**src/rtl/data_comparator_seq.sv**
```systemverilog
// Sequential magnitude comparator: latches two WIDTH-bit operands and compares
// them CHUNK bits per cycle from the MSB end, stopping at the first difference.
module data_comparator_seq #(
    parameter int WIDTH     = 8,
    parameter int CHUNK     = 2,
    parameter int SIGNED_EN = 1
) (
    input  logic             clk,
    input  logic             rst,
    input  logic             start,
    input  logic             signed_mode,
    input  logic [WIDTH-1:0] A,
    input  logic [WIDTH-1:0] B,
    output logic             busy,
    output logic             done,
    output logic             AGTB,
    output logic             AEQB,
    output logic             ALTB
);

    localparam int NCHUNK = WIDTH / CHUNK;
    localparam int IDXW   = (NCHUNK > 1) ? $clog2(NCHUNK) : 1;
    localparam logic [IDXW-1:0]  LAST_IDX = IDXW'(NCHUNK - 1);
    localparam logic [WIDTH-1:0] MSB_MASK = {1'b1, {(WIDTH-1){1'b0}}};

    generate
        if (WIDTH < 2 || CHUNK < 1 || (WIDTH % CHUNK) != 0) begin : g_param_err
            $error("data_comparator_seq: WIDTH must be >= 2 and a multiple of CHUNK");
        end
    endgenerate

    typedef enum logic [0:0] {
        ST_IDLE = 1'b0,
        ST_CMP  = 1'b1
    } state_t;

    state_t           state_q, state_d;
    logic [IDXW-1:0]  idx_q, idx_d;
    logic [WIDTH-1:0] a_q, a_d;
    logic [WIDTH-1:0] b_q, b_d;
    logic             done_q, done_d;
    logic             agtb_q, agtb_d;
    logic             aeqb_q, aeqb_d;
    logic             altb_q, altb_d;

    logic             sgn_s;
    logic [CHUNK-1:0] a_top_s;
    logic [CHUNK-1:0] b_top_s;
    logic             chunk_ne_s;
    logic             last_s;

    assign sgn_s      = (SIGNED_EN != 0) ? signed_mode : 1'b0;
    // Operands are shifted left after each equal chunk, so the live chunk is always on top.
    assign a_top_s    = a_q[WIDTH-1 -: CHUNK];
    assign b_top_s    = b_q[WIDTH-1 -: CHUNK];
    assign chunk_ne_s = (a_top_s != b_top_s);
    assign last_s     = (idx_q == LAST_IDX);

    // State and datapath registers
    always_ff @(posedge clk) begin
        if (rst) begin
            state_q <= ST_IDLE;
            idx_q   <= {IDXW{1'b0}};
            a_q     <= {WIDTH{1'b0}};
            b_q     <= {WIDTH{1'b0}};
            done_q  <= 1'b0;
            agtb_q  <= 1'b0;
            aeqb_q  <= 1'b0;
            altb_q  <= 1'b0;
        end else begin
            state_q <= state_d;
            idx_q   <= idx_d;
            a_q     <= a_d;
            b_q     <= b_d;
            done_q  <= done_d;
            agtb_q  <= agtb_d;
            aeqb_q  <= aeqb_d;
            altb_q  <= altb_d;
        end
    end

    // Next-state logic
    always_comb begin
        state_d = state_q;
        case (state_q)
            ST_IDLE: begin
                if (start) begin
                    state_d = ST_CMP;
                end else begin
                    state_d = ST_IDLE;
                end
            end
            ST_CMP: begin
                if (chunk_ne_s || last_s) begin
                    state_d = ST_IDLE;
                end else begin
                    state_d = ST_CMP;
                end
            end
            default: state_d = ST_IDLE;
        endcase
    end

    // Datapath and result-flag updates
    always_comb begin
        idx_d  = idx_q;
        a_d    = a_q;
        b_d    = b_q;
        done_d = 1'b0;
        agtb_d = agtb_q;
        aeqb_d = aeqb_q;
        altb_d = altb_q;
        case (state_q)
            ST_IDLE: begin
                if (start) begin
                    // Flipping both sign bits maps two's-complement order onto unsigned order.
                    a_d   = sgn_s ? (A ^ MSB_MASK) : A;
                    b_d   = sgn_s ? (B ^ MSB_MASK) : B;
                    idx_d = {IDXW{1'b0}};
                end else begin
                    idx_d = idx_q;
                end
            end
            ST_CMP: begin
                if (chunk_ne_s) begin
                    done_d = 1'b1;
                    agtb_d = (a_top_s > b_top_s);
                    altb_d = (a_top_s < b_top_s);
                    aeqb_d = 1'b0;
                end else if (last_s) begin
                    done_d = 1'b1;
                    agtb_d = 1'b0;
                    altb_d = 1'b0;
                    aeqb_d = 1'b1;
                end else begin
                    idx_d = idx_q + IDXW'(1);
                    a_d   = a_q << CHUNK;
                    b_d   = b_q << CHUNK;
                end
            end
            default: begin
                done_d = 1'b0;
            end
        endcase
    end

    assign busy = (state_q == ST_CMP);
    assign done = done_q;
    assign AGTB = agtb_q;
    assign AEQB = aeqb_q;
    assign ALTB = altb_q;

endmodule
```
**config.mk**
```make
export PLATFORM = sky130hd
export DESIGN_NAME = data_comparator_seq
export DESIGN_NICKNAME = d
export VERILOG_FILES = /design/src/rtl/data_comparator_seq.sv
export SDC_FILE = /design/constraint.sdc
export NUM_CORES = 1
export LEC_CHECK = 0
export BUFFER_PORTS_ARGS = -buffer_cell sky130_fd_sc_hd__clkbuf_2
export CAP_MARGIN = 20
export CORE_MARGIN = 5
export CORE_UTILIZATION = 40
export DETAILED_ROUTE_END_ITERATION = 10
export PLACE_DENSITY = 0.7
export SYNTH_ARGS = -nofsm -noshare
export SYNTH_HDL_FRONTEND = slang
export SYNTH_SLANG_ARGS = --single-unit
```
**constraint.sdc**
```tcl
create_clock -name clk -period 1.8 [get_ports clk]
set_clock_uncertainty 0.2 [all_clocks]
set_input_delay 0.18 -clock clk [delete_from_list [all_inputs] [get_ports clk]]
set_output_delay 0.18 -clock clk [all_outputs]
set_load 0.02 [all_outputs]
```
==> results of run 1 <==
## path summary, 6_finish.rpt
check | start | end | slack, ns | cells after the start
worst max-delay path | b_q[7] | b_q[4] | 0.07 | 6
worst min-delay path | A[6] | a_q[6] | 0.005 | 3
worst max register to register | b_q[7] | b_q[4] | 0.07 | 6
worst min register to register | a_q[0] | a_q[0] | 0.28 | 2
## stage by stage
step,power [µW],instances,hold slack [ns],area [µm²],setup TNS [ns]
2_1_floorplan,874,113,0.0546,1120,0
6_report,1230,175,0.00508,1390,0
5_1_grt,1300,175,0.0130,1390,-0.0281
3_5_place_dp,950,164,0.210,1260,0
3_3_place_gp,935,164,0.207,1260,0
4_1_cts,1220,174,0.0000746,1360,0
## power by group
group / total (µW) / leakage (µW) / internal, µW / switching (µW)
Combinational: 370 / 0.000335 / 172 / 198
Sequential: 606 / 0.000189 / 567 / 39.0
Clock: 256 / 0.0000177 / 83.5 / 172
Total: 1230 / 0.000542 / 822 / 409
## state kept, by name (all words and copies together), names as in the netlist
signal / cells
b_q: 8
AGTB: 1
busy: 1
idx_q: 2
a_q: 8
done: 1
ALTB: 1
AEQB: 1
## cell families (layout without fill, tap and decap cells)
family,after synthesis,count (layout),share of synthesized area [%]
mux,10,10,8.91
fa+ha+maj,3,3,3.34
xor+xnor,2,2,1.56
buf+inv,10,41,5.57
simple gates,37,37,19.3
compound gates,28,28,20.4
flops,23,23,41.0
## cell usage after synthesis
library cell	instances
a21oi_2	1
a21boi_0	1
buf_1	1
nand2b_1	4
mux2i_1	10
o2bb2ai_1	2
buf_2	2
dfxtp_1	23
clkbuf_1	1
a21bo_2	1
ha_1	3
nand2_1	8
and4b_1	1
nor3_1	11
buf_4	2
a21oi_1	10
a211oi_1	1
o21ai_0	3
nand3_1	8
or3_1	1
a211oi_2	9
nor2b_4	1
nand2_2	1
nand4b_4	1
inv_1	2
xnor2_1	2
buf_6	2
nor2b_1	1
## routing by layer
| metal | vias to the layer above | global-route usage [%] | wire, µm |
|---|---|---|---|
| li1 | 470 | - | - |
| met1 | 431 | 15.3 | 1090 |
| met2 | 23 | 20.5 | 1170 |
| met3 | 5 | 2.34 | 116 |
| met4 | 0 | 6.37 | 55 |
| met5 | - | 0 | 0 |
## worst max-delay path, cell delays in order (launching register included)
cell and delay (ns):
dfxtp_1 0.37, inv_1 0.05, ha_2 0.37, and4b_1 0.22
buf_6 0.17, nor3_1 0.07, a211oi_2 0.20
## cell type report
cell class | count | area share [%]
timing repair buffer | 35 | 16.1
sequential | 23 | 33.0
inverter | 2 | 0.539
clock inverter | 1 | 0.359
multi-input combinational | 80 | 45.6
tap | 31 | 2.78
clock buffer | 3 | 1.62
## repair_timing
item | in CTS | in global routing
endpoints found under the setup margin | 1 | 11
endpoints found under the hold margin | 6 | 1
resized for setup | 1 | 6
hold buffers | 6 | 1
==> impl_metrics.py, run 1 <==
metrics = {
    "logic_synthesis": {
        "syn_area_per_cell_um2": 9.94,
        "ys_warn_count": 0,
        "synth_area_um2": 1120,
        "synthCells": 113,
        "syn_nets": 136,
        "yosys.cell_types.count": 28,
        "yosysTopAreaCell": "dfxtp_1",
        "yosysTopAreaCellShare_pct": 41.0,
        "ys_seq_area_share_pct": 41.0,
        "synth.area.top_cells": "dfxtp_1, a211oi_2, mux2i_1",
        "synth_seq_cells": 23,
    },
    "final_layout": {
        "fillCellCount": 270,
        "diodes": 0,
        "mostFrequentLayoutCells": "clkbuf_2, dfxtp_1, mux2i_1, a21oi_1, a211oi_2",
        "area_growth_pct": 24.1,
        "final_common_cell": "clkbuf_2",
        "final_nets": 168,
        "final_util_pct": 51.0,
        "multi_input_comb_area_um2": 636,
        "drive_gt1_share_pct": 35.4,
        "seqCellArea_um2": 460,
    },
    "cts": {
        "path_clk_slew_ns": 0.14,
        "htreeDepth": 1,
        "cts_tree": "built",
        "cts.sinks": 23,
        "cts_inserted_buffers": 3,
        "clock-root-buffer": "clkbuf_4",
        "clock_latency_ns": 0.33,
        "clockBufferDepth": 2,
        "post-cts-setup-buffers": 0,
    },
    "die": {
        "die_h_um": 63,
        "ios": 25,
        "die_w_um": 63,
        "rows": 19,
        "core_area_um2": 2730,
        "die-area_um2": 3970,
        "start_util_pct": 41.1,
    },
    "placed_design": {
        "routabilityCongestion": 0.715,
        "hpwl_um": 1720,
        "place_ws_ns": 0.0323,
        "numPortBuffers": 24,
    },
    "job": {
        "max_cap_viol_count": 0,
    },
    "sta": {
        "period_minus_slack_ns": 1.73,
        "maxSlewViolCount": 0,
        "finalCritPeriodShare_pct": 95.9,
        "hold_violations": 0,
        "setup_ws_ns": 0.0733,
        "tightest_slew_ns": 0.571,
        "fmax_mhz": 579,
        "setup_violations": 0,
        "slew_headroom_pct": 61.9,
    },
    "pwr": {
        "leakagePower_uw": 0.000542,
        "p_per_area_nw_per_um2": 884,
        "vdd_drop_max_uv": 492,
    },
    "detailed_routing": {
        "num_vias": 929,
        "via_per_inst": 5.31,
        "drtPass1Iterations": 4,
        "drc": 0,
        "finalWirelength_um": 2440,
        "drt_iter0_drc": 39,
        "antenna_left": 0,
        "routedWlPerCell_um": 13.9,
    },
    "worst_setup_path": {
        "crit_arrival_ns": 1.78,
        "start_kind": "register",
        "crit_type": "reg2reg",
        "cp-end-kind": "register",
        "path_max_fanout": 12,
        "critPathRequiredTime_ns": 1.85,
    },
    "worst_hold_path": {
        "worstHoldPathType": "in2reg",
    },
    "status": {
        "status": "finished clean",
    },
    "grt": {
        "grt_first_pass_wirelength_um": 4000,
        "antenna_found_initial": 0,
        "track_usage_pct": 12.5,
        "gr-total-overflow": 0,
        "grt_max_degree": 24,
        "grt_pass1_vias": 890,
    },
}
Note: power is estimated with default switching activity, not from simulation.
==> run 2, diff against run 1 <==
- PLACE_DENSITY: 0.7 -> 0.68
- clock period: 1.8 -> 1.9 ns (I/O delays scaled with it)
==> impl_metrics.py, run 2 (synthesized netlist as in run 1, its figures left out) <==
metrics = {
    "status": {
        "status": "finished clean",
    },
    "cts": {
        "htreeDepth": 1,
        "clock-root-buffer": "clkbuf_4",
        "clockBufferDepth": 2,
        "post_cts_resized": 0,
        "cts.sinks": 23,
        "path_clk_slew_ns": 0.12,
        "cts_tree": "built",
        "cts_inserted_buffers": 3,
        "clock_latency_ns": 0.31,
    },
    "job": {
        "max_cap_viol_count": 0,
    },
    "detailed_routing": {
        "drc": 0,
        "antenna_left": 0,
        "finalWirelength_um": 2430,
        "via_per_inst": 5.49,
        "drt_iter0_drc": 28,
        "num_vias": 949,
        "drtPass1Iterations": 4,
        "routedWlPerCell_um": 14.0,
    },
    "worst_setup_path": {
        "path_max_fanout": 12,
        "critPathRequiredTime_ns": 1.89,
        "crit_type": "reg2reg",
        "start_kind": "register",
        "rrSetupSlack_ns": 0.11,
        "cp-end-kind": "register",
        "crit_arrival_ns": 1.78,
    },
    "grt": {
        "grt_max_degree": 24,
        "grt_pass1_vias": 963,
        "antenna_found_initial": 0,
        "grt_first_pass_wirelength_um": 4170,
        "track_usage_pct": 13.0,
        "gr-total-overflow": 0,
    },
    "sta": {
        "period_minus_slack_ns": 1.79,
        "rsz0062_at_grt": "false",
        "maxSlewViolCount": 0,
        "finalCritPeriodShare_pct": 94.1,
        "slew_headroom_pct": 61.5,
        "setup_tns_ns": 0,
        "hold_violations": 0,
        "setup_ws_ns": 0.111,
        "setup_violations": 0,
        "tightest_slew_ns": 0.577,
        "fmax_mhz": 559,
    },
    "final_layout": {
        "final_nets": 166,
        "drive_gt1_share_pct": 32.4,
        "area_growth_pct": 18.5,
        "final_util_pct": 48.7,
        "final_common_cell": "clkbuf_2",
        "diodes": 0,
        "fillCellCount": 276,
        "largestRegisters": "a_q: 8 flops, b_q: 8 flops, idx_q: 2 flops",
        "mostFrequentLayoutCells": "clkbuf_2, dfxtp_1, nor3_1, mux2i_1, a21oi_1",
    },
    "worst_hold_path": {
        "worstHoldPathType": "in2reg",
    },
    "die": {
        "die_w_um": 63,
        "die_h_um": 63,
        "start_util_pct": 41.1,
        "core_area_um2": 2730,
        "rows": 19,
        "ios": 25,
        "die-area_um2": 3970,
    },
    "placed_design": {
        "hpwl_um": 1760,
        "routabilityCongestion": 0.757,
        "place_ws_ns": 0.142,
        "numPortBuffers": 24,
    },
    "pwr": {
        "power_uw": 1120,
        "leakagePower_uw": 0.000527,
        "p_per_area_nw_per_um2": 842,
        "vdd_drop_max_uv": 505,
    },
}
run 2: changes by cell type in the layout (fill, tap and decap cells not counted), moves of 2 or more:
cell,previous run,this run
buf_4,3,5
dlygate4sd3_1,7,4
ha_1,1,3
nor3_1,8,11
nor3_2,3,0
run 2: worst paths after layout:
check / startpoint / end / depth (start not counted)
max reg2reg: b_q[7] / b_q[6] / 6
min: B[3] / b_q[3] / 3
max: b_q[7] / b_q[6] / 6
min reg2reg: AGTB / AGTB / 2
run 2: per-layer routing:
layer | wire length [µm] | vias up | global-route usage (%)
met5 | 0 | - | 0
met4 | 40 | 0 | 4.77
met3 | 201 | 5 | 3.78
met2 | 1150 | 34 | 21.8
met1 | 1040 | 439 | 15.5
li1 | - | 471 | -
run 2: per-stage QoR:
| stage | cells | cell area [µm²] | hold WS (ns) |
|---|---|---|---|
| 2_1_floorplan | 113 | 1120 | 0.0646 |
| 4_1_cts | 173 | 1330 | 0.00646 |
| 5_1_grt | 173 | 1330 | 0.00932 |
| 3_3_place_gp | 165 | 1260 | 0.215 |
| 6_report | 173 | 1330 | 0.0198 |
| 3_5_place_dp | 165 | 1260 | 0.222 |
run 2: critical path: stages, from the launching register on:
cell	delay (ns)
dfxtp_1	0.36
inv_1	0.04
ha_1	0.35
and4b_1	0.22
buf_4	0.18
nor3_1	0.23
a211oi_2	0.08
run 2: power by group:
| part | leakage, µW | total, µW | internal (µW) | switching, µW |
|---|---|---|---|---|
| logic | 0.000323 | 328 | 146 | 182 |
| registers | 0.000189 | 570 | 537 | 33.0 |
| clock network | 0.0000150 | 223 | 82.0 | 141 |
run 2: final cells by class:
class / count / area, µm² / area share, %
well taps: 31 / 38.8 / 2.91
inverters: 2 / 7.51 / 0.564
repair buffers: 33 / 198 / 14.8
multi-input cells: 80 / 601 / 45.1
clock buffers: 4 / 26.3 / 1.97
flip-flops and latches: 23 / 460 / 34.6
run 2: repair_timing:
action                    4_1_cts  5_1_grt
buffers inserted                0        0
hold buffers                    4        0
hold endpoints to repair        4        0
==> run 3, diff against run 2 <==
- GPL_TIMING_DRIVEN: unset -> 0
- HOLD_SLACK_MARGIN: unset -> 0.08
==> impl_metrics.py, run 3 (synthesized netlist as in run 1, its figures left out) <==
metrics = {
    "final_layout": {
        "largestRegisters": "a_q: 8 flops, b_q: 8 flops, idx_q: 2 flops",
        "area_growth_pct": 31.3,
        "fin_cells": 188,
        "seqCellArea_um2": 460,
        "final_nets": 181,
        "final_common_cell": "clkbuf_2",
        "diodes": 0,
        "stdcell_area_um2": 1480,
        "multi_input_comb_area_um2": 607,
        "fillCellCount": 272,
        "drive_gt1_share_pct": 31.2,
        "mostFrequentLayoutCells": "clkbuf_2, dfxtp_1, dlygate4sd3_1",
    },
    "cts": {
        "clock-root-buffer": "clkbuf_4",
        "clock_latency_ns": 0.31,
        "cts_inserted_buffers": 3,
        "cts_tree": "built",
        "htreeDepth": 1,
        "post-cts-setup-buffers": 0,
        "cts.sinks": 23,
        "path_clk_slew_ns": 0.13,
        "clockBufferDepth": 2,
    },
    "placed_design": {
        "numPortBuffers": 24,
        "post-place-cells": 168,
        "place_ws_ns": 0.153,
        "hpwl_um": 1780,
        "placed_area_um2": 1280,
        "routabilityCongestion": 0.758,
    },
    "grt": {
        "grt_pass1_vias": 978,
        "track_usage_pct": 13.9,
        "gr-total-overflow": 0,
        "antenna_found_initial": 0,
        "grt_first_pass_wirelength_um": 4450,
        "grt_max_degree": 13,
    },
    "die": {
        "die-area_um2": 3970,
        "start_util_pct": 41.1,
        "rows": 19,
        "die_w_um": 63,
        "ios": 25,
        "die_h_um": 63,
        "core_area_um2": 2730,
    },
    "detailed_routing": {
        "via_per_inst": 5.14,
        "finalWirelength_um": 2620,
        "antenna_left": 0,
        "drc": 0,
        "drtPass1Iterations": 4,
        "num_vias": 966,
        "drt_iter0_drc": 22,
        "routedWlPerCell_um": 13.9,
    },
    "worst_setup_path": {
        "cp-end-kind": "register",
        "path_cells": "inv_1, ha_1, and4b_2, buf_4, nor3_1, a211oi_2",
        "cpPeakStageDelay_ns": 0.35,
        "crit_type": "reg2reg",
        "critPathRequiredTime_ns": 1.89,
        "path_max_fanout": 10,
        "start_kind": "register",
        "critPathSlowestCell": "dfxtp_1",
        "crit_arrival_ns": 1.79,
    },
    "pwr": {
        "leakagePower_uw": 0.000585,
        "vdd_drop_max_uv": 602,
        "p_per_area_nw_per_um2": 791,
        "power_uw": 1170,
    },
    "sta": {
        "period_minus_slack_ns": 1.81,
        "tightest_slew_ns": 0.697,
        "hold_violations": 0,
        "rsz0062_at_grt": "true",
        "fmax_mhz": 554,
        "slew_headroom_pct": 53.5,
        "setup_violations": 0,
        "setup_ws_ns": 0.0938,
        "maxSlewViolCount": 0,
        "finalCritPeriodShare_pct": 95.1,
    },
    "status": {
        "status": "finished clean",
    },
    "job": {
        "max_cap_viol_count": 0,
    },
    "worst_hold_path": {
        "worstHoldPathType": "in2reg",
    },
}
run 3: stage by stage:
stage | utilization, % | hold WS, ns | setup TNS (ns)
2_1_floorplan | - | 0.0646 | 0
3_3_place_gp | 46.9 | 0.213 | 0
3_5_place_dp | 46.9 | 0.218 | 0
4_1_cts | 53.7 | 0.0935 | 0
5_1_grt | 54.0 | 0.134 | -0.0256
6_report | 54.0 | 0.0899 | 0
run 3: power by group:
group / switching (µW) / internal [µW] / leakage (µW) / total, µW
clock: 153 / 82.1 / 0.0000150 / 235
sequential: 30.0 / 537 / 0.000189 / 567
combinational: 194 / 171 / 0.000381 / 364
run 3: per-layer routing:
metal	routed length, µm	global-route usage (%)	vias up
met1	1190	16.8	435
met5	0	0	-
met2	1310	24.1	25
met3	108	4.32	2
li1	-	-	504
met4	12	2.39	0
run 3: path summary, 6_finish.rpt:
| kind | from | endpoint | slack, ns | cells past startpoint |
|---|---|---|---|---|
| max | b_q[7] | b_q[5] | 0.09 | 6 |
| min | A[7] | a_q[7] | 0.09 | 4 |
| max reg2reg | b_q[7] | b_q[5] | 0.09 | 6 |
| min reg2reg | ALTB | ALTB | 0.27 | 2 |
run 3: final cells by class:
type	instances	area share, %
Buffer	8	3.73
Clock buffer	4	1.78
Inverter	2	0.509
Multi-Input combinational cell	80	41.1
Sequential cell	23	31.2
Tap cell	31	2.63
Timing Repair Buffer	40	19.0
run 3: worst max-delay path: cells and delay by family, from the launching register on:
family                     cells  cell delay [ns]
AOI/OAI and AO/OA              1             0.07
adders and majority gates      1             0.35
buffers and inverters          2             0.23
DFF                            1             0.35
and+or+nand+nor                2             0.48
run 3: timing repair:
item | 4_1_cts | 5_1_grt
setup endpoints to repair | 0 | 5
hold buffers | 16 | 0
endpoints found under the hold margin | 17 | 0
gates resized for setup | 0 | 2
